File: src/rtl/ay_mix_pkg.sv
// ay_mix_pkg: shared widths, the AY logarithmic volume curve and a clog2 helper
package ay_mix_pkg;
    localparam int LVL_W = 4;
    localparam int VOL_W = 12;
    localparam int SUM_W = 15;
    localparam int NCH   = 6;

    localparam logic [VOL_W-1:0] VOL_LUT [16] = '{
        12'd0,   12'd32,  12'd45,   12'd64,   12'd91,   12'd128,  12'd181,  12'd256,
        12'd362, 12'd512, 12'd724,  12'd1024, 12'd1448, 12'd2048, 12'd2896, 12'd4095
    };

    function automatic int clog2(input int v);
        int r;
        r = 0;
        while ((1 << r) < v) r++;
        return r;
    endfunction
endpackage

File: src/rtl/ay_vol_lut.sv
// ay_vol_lut: maps a 4-bit AY channel level to its 12-bit linear volume
module ay_vol_lut
    import ay_mix_pkg::*;
(
    input  logic [LVL_W-1:0] lvl,
    output logic [VOL_W-1:0] vol
);
    assign vol = VOL_LUT[lvl];
endmodule

File: src/rtl/ay_mix_decim.sv
// ay_mix_decim: mixes six AY channels and box-car decimates them to PCM samples
// CHANNEL_MASK_EN adds a per-channel mute input applied at the LUT register stage.
module ay_mix_decim
    import ay_mix_pkg::*;
#(
    parameter int DIV   = 1134,
    parameter int SHIFT = 10,
    parameter int OUT_W = 16
) (
    input  logic             clk,
    input  logic             reset,
    input  logic             ce,
    input  logic [LVL_W-1:0] ay0_a,
    input  logic [LVL_W-1:0] ay0_b,
    input  logic [LVL_W-1:0] ay0_c,
    input  logic [LVL_W-1:0] ay1_a,
    input  logic [LVL_W-1:0] ay1_b,
    input  logic [LVL_W-1:0] ay1_c,
`ifdef CHANNEL_MASK_EN
    input  logic [NCH-1:0]   mute,
`endif
    input  logic             sample_ready,
    output logic [OUT_W-1:0] sample,
    output logic             sample_valid,
    output logic             overrun
);
    localparam int CNT_W = clog2(DIV);
    localparam int ACC_W = SUM_W + CNT_W;

    logic [NCH*LVL_W-1:0] lvl_bus;
    logic [NCH-1:0]       mute_v;
    logic [VOL_W-1:0]     vol [NCH];
    logic [VOL_W-1:0]     vol_d [NCH];
    logic [VOL_W-1:0]     vol_q [NCH];
    logic                 ce1_d, ce1_q, ce2_d, ce2_q;
    logic [SUM_W-1:0]     sum_d, sum_q;
    logic [ACC_W-1:0]     acc_d, acc_q, total;
    logic [CNT_W-1:0]     cnt_d, cnt_q;
    logic [ACC_W+OUT_W-1:0] ext;
    logic [OUT_W-1:0]     sat, sample_d, sample_q;
    logic                 valid_d, valid_q, overrun_d, overrun_q, done;

    assign lvl_bus = {ay1_c, ay1_b, ay1_a, ay0_c, ay0_b, ay0_a};
`ifdef CHANNEL_MASK_EN
    assign mute_v = mute;
`else
    assign mute_v = '0;
`endif

    for (genvar i = 0; i < NCH; i++) begin : g_ch
        ay_vol_lut u_lut (
            .lvl(lvl_bus[i*LVL_W +: LVL_W]),
            .vol(vol[i])
        );
    end

    always_comb begin
        for (int i = 0; i < NCH; i++) vol_d[i] = mute_v[i] ? '0 : vol[i];
        ce1_d = ce;
        ce2_d = ce1_q;
        sum_d = '0;
        for (int i = 0; i < NCH; i++) sum_d = sum_d + SUM_W'(vol_q[i]);
        done  = ce2_q && (cnt_q == CNT_W'(DIV - 1));
        total = acc_q + ACC_W'(sum_q);
        ext   = {{OUT_W{1'b0}}, total} >> SHIFT;
        sat   = |ext[ACC_W+OUT_W-1:OUT_W] ? '1 : ext[OUT_W-1:0];
        acc_d = done ? '0 : ce2_q ? total : acc_q;
        cnt_d = done ? '0 : ce2_q ? cnt_q + CNT_W'(1) : cnt_q;
        // a full output register only accepts a new sample if it drains this cycle
        sample_d  = (done && (!valid_q || sample_ready)) ? sat : sample_q;
        valid_d   = done || (valid_q && !sample_ready);
        overrun_d = overrun_q || (done && valid_q && !sample_ready);
    end

    always_ff @(posedge clk or posedge reset) begin
        if (reset) begin
            vol_q     <= '{default: '0};
            ce1_q     <= 1'b0;
            ce2_q     <= 1'b0;
            sum_q     <= '0;
            acc_q     <= '0;
            cnt_q     <= '0;
            sample_q  <= '0;
            valid_q   <= 1'b0;
            overrun_q <= 1'b0;
        end else begin
            vol_q     <= vol_d;
            ce1_q     <= ce1_d;
            ce2_q     <= ce2_d;
            sum_q     <= sum_d;
            acc_q     <= acc_d;
            cnt_q     <= cnt_d;
            sample_q  <= sample_d;
            valid_q   <= valid_d;
            overrun_q <= overrun_d;
        end
    end

    assign sample       = sample_q;
    assign sample_valid = valid_q;
    assign overrun      = overrun_q;
endmodule
File: config.mk
export PLATFORM = sky130hd
export DESIGN_NAME = ay_mix_decim
export DESIGN_NICKNAME = d
export VERILOG_FILES = /design/src/rtl/ay_mix_pkg.sv /design/src/rtl/ay_vol_lut.sv /design/src/rtl/ay_mix_decim.sv
export SDC_FILE = /design/constraint.sdc
export NUM_CORES = 1
export LEC_CHECK = 0
export ABC_AREA = 0
export BUFFER_PORTS_ARGS = -buffer_cell sky130_fd_sc_hd__buf_4
export CAP_MARGIN = 20
export CORE_UTILIZATION = 45
export DETAILED_ROUTE_END_ITERATION = 16
export MAX_ROUTING_LAYER = met4
export PLACE_DENSITY_LB_ADDON = 0.12
export SLEW_MARGIN = 20
export SYNTH_ARGS = -nofsm -noshare
export SYNTH_HDL_FRONTEND = slang
export SYNTH_SLANG_ARGS = --single-unit
File: constraint.sdc
create_clock -name clk -period 6.1 [get_ports clk]
set_input_delay 1.525 -clock clk [delete_from_list [all_inputs] [get_ports clk]]
set_output_delay 1.525 -clock clk [all_outputs]
set_load 0.05 [all_outputs]
==> flow_summary.ini <==
[final_layout]
fin_nets = 1122
regArea_um2 = 3600
area_growth_syn_to_layout_pct = 12.0
utilization_pct = 51.6
multi_input_area_um2 = 4620
antennaDiodeCount = 0
drive_above_1_share_pct = 8.91
n_fill_cell = 1862

[worst_setup_path]
endpoint_kind = flop
worstRegToRegCells = 15
r2r_slack_ns = 2.08
critPathLaunchType = flop
critPathLaunch = vol_q[2]
arrival_ns = 4.36
r2r_start = vol_q[2]
crit_fanout = 3
cp_slowest_stage_delay_ns = 0.53
worstReg2RegEnd = sum_q[12]
slowest_stage = fa_1
path_cells = inv_1 > fa_1 > inv_1 > fa_1 > inv_1 > fa_1 > inv_1 > ha_1 > fa_1 > a21o_1 > a21oi_1 > o211ai_1 > a31o_2 > a21oi_1 > xnor2_1
crit_end = sum_q[12]
critPathRequiredTime_ns = 6.44
crit_type = reg2reg

[pwr]
p_seq_share_pct = 30.2
clkPwrFrac_pct = 24.6
swShare_pct = 37.6
switching_power_mw = 1.52
p_int_mw = 2.53
cellPowerDensity_nw_per_um2 = 401
p_leak_nw = 4.94
vdd_ir_drop_max_mv = 0.258
p_comb_share_pct = 45.2

[synth]
seq_area_frac_synth_pct = 39.9
syn_avg_cell_area_um2 = 9.32
synth-seq-cells = 144
ys_warn_count = 0
syn_area_um2 = 9030
syn_inst = 969
synth_top_cell_by_area = dfrtp_1
synth_most_common_cell = inv_1
synthFlopType = dfrtp_1
synth_edf_count = 0
synth_common_cells = inv_1 (173), dfrtp_1 (144), nand2_1 (97)
synth_top_area_share_pct = 39.9
synth_cell_type_count = 56
syn-num-nets = 1093
synthArstFlopShare_pct = 100
synthTopCellsByArea = dfrtp_1 (40%), fa_1 (11%), inv_1 (7.2%)

[run_status]
status = finished, final reports clean

[sta]
finalHoldViolations = 0
fin_crit_sh_pct = 65.8
timing.fmax_mhz = 249
fin_skew_ns = 0.00817
slew_headroom_pct = 42.2
grt_setup_unrepaired = no
finalSetupViolations = 0
slew_viol_final = 0
tns_ns = 0
tightest_slew_ns = 0.867
period_needed_ns = 4.02

[clocking]
numCtsBuffers = 17
clock_path_buffers = 2
postCtsHoldBufs = 0
root_buffer = clkbuf_16
cts_resized = 0
post_cts_buffers = 0
insertion_delay_ns = 0.42
cts_tree = built
htree_levels = 4
clock_sinks = 144
clk_pin_slew_ns = 0.05

[floorplanning]
num_rows = 51
io_pins = 46
dieArea_um2 = 20600
start_util_pct = 46.1
die_w_um = 144
die_y_um = 144
core_um2 = 19600

[grt]
first_global_vias = 6339
antenna_found_initial = 0
grtUsageTotal_pct = 20.6
gr-total-overflow = 0
grt_max_degree = 100
grt_pass1_wl_mm = 31.3

[hold_path]
min-delay-start = ce1_q
hold_path_class = reg2reg

[placement]
port_buffers = 45
dp_hpwl_mm = 14.2
gp_congestion = 0.879

[routing]
dr.max_layer_used = met4
wirelength_met1_mm = 8.43
antenna_left = 0
drt-total-wl_mm = 18.6
avgViaCountPerCell = 5.11
wl_met2_mm = 9.11
vias = 6520
drt-wirelength-per-cell_um = 14.6
wl_met3_um = 499
drtIter0Drc = 288
drt-pass1-iter-count = 5
drcViolationCount = 0

[run]
cap_violations = 0
-- power groups by stage --
stage,sequential [mW],clock (mW),combinational (mW)
floorplan,1.21,0,1.50
global placement,1.24,0,1.83
detailed placement,1.24,0,1.84
CTS,1.23,1.02,1.85
global route,1.24,1.06,2.13
finish,1.22,0.995,1.83
-- worst min-delay path by stage --
stage                     cells after the start  slack [ns]  endpoint
after CTS                                     0        0.35     ce2_q
after floorplan                               0        0.33     ce2_q
final                                         0        0.34     ce2_q
after global placement                        0        0.34     ce2_q
after global routing                          0        0.35     ce2_q
after detailed placement                      0        0.34     ce2_q
-- state kept, by name, indices dropped and copies added, names as in the netlist --
name / cells
ce1_q: 1
sample: 16
sum_q: 15
overrun: 1
ce2_q: 1
cnt_q: 11
vol_q: 72
acc_q: 26
sample_valid: 1
-- worst max-delay path: cells and delay by family, from the launching register on --
family / cells / cell delay [ns]
AOI/OAI and AO/OA: 5 / 1.05
DFF: 1 / 0.33
adders and majority gates: 5 / 2.21
xor gates and xnor gates: 1 / 0.13
buffers and inverters: 4 / 0.19
-- layout make-up --
cell class              instances  share of cell area [%]
multi-input cells             616                    45.7
flip-flops and latches        144                    35.6
clock buffers                  25                    4.70
repair buffers                 46                    3.42
clock inverters                 6                   0.817
well taps                     265                    3.28
inverters                     173                    6.47
-- logic make-up after synthesis --
logic type	after synthesis	synth area share, %
mux	5	0.734
compound gates	238	16.7
xor+xnor	31	3.01
simple gates	246	13.4
buf+inv	209	8.96
fa+ha+maj	96	17.4
flops	144	39.9
-- metal layers --
layer | GRT usage, % | up-vias
li1 | - | 3291
met1 | 24.4 | 3089
met2 | 34.5 | 113
met3 | 3.47 | 27
met4 | 8.96 | 0
met5 | - | -
-- per-stage QoR --
stage	hold slack, ns	area, um2	setup slack, ns	cells	total power, mW
after global routing	0.352	10100	1.87	1275	4.43
final	0.345	10100	2.08	1275	4.05
after global placement	0.335	9550	2.15	1244	3.07
after detailed placement	0.336	9550	2.07	1244	3.08
after floorplan	0.331	9030	0.709	969	2.71
after CTS	0.348	10100	2.06	1275	4.10
-- cell usage in the layout, fill, tap and decap left out, types with 10 or more instances in the layout --
cell type / n
a211oi_1: 13
o211ai_1: 10
nand4_1: 11
a31oi_1: 19
xor2_1: 14
nor3_1: 12
nor2b_1: 16
ha_1: 47
nand2_1: 97
nand2b_1: 13
nor2_1: 32
nand3_1: 28
fa_1: 49
o2111ai_1: 10
a21oi_1: 46
o21a_1: 12
clkbuf_16: 17
dfrtp_1: 144
buf_4: 46
inv_1: 172
xnor2_1: 17
o21ai_0: 85
(Power assumes the default switching activity.)
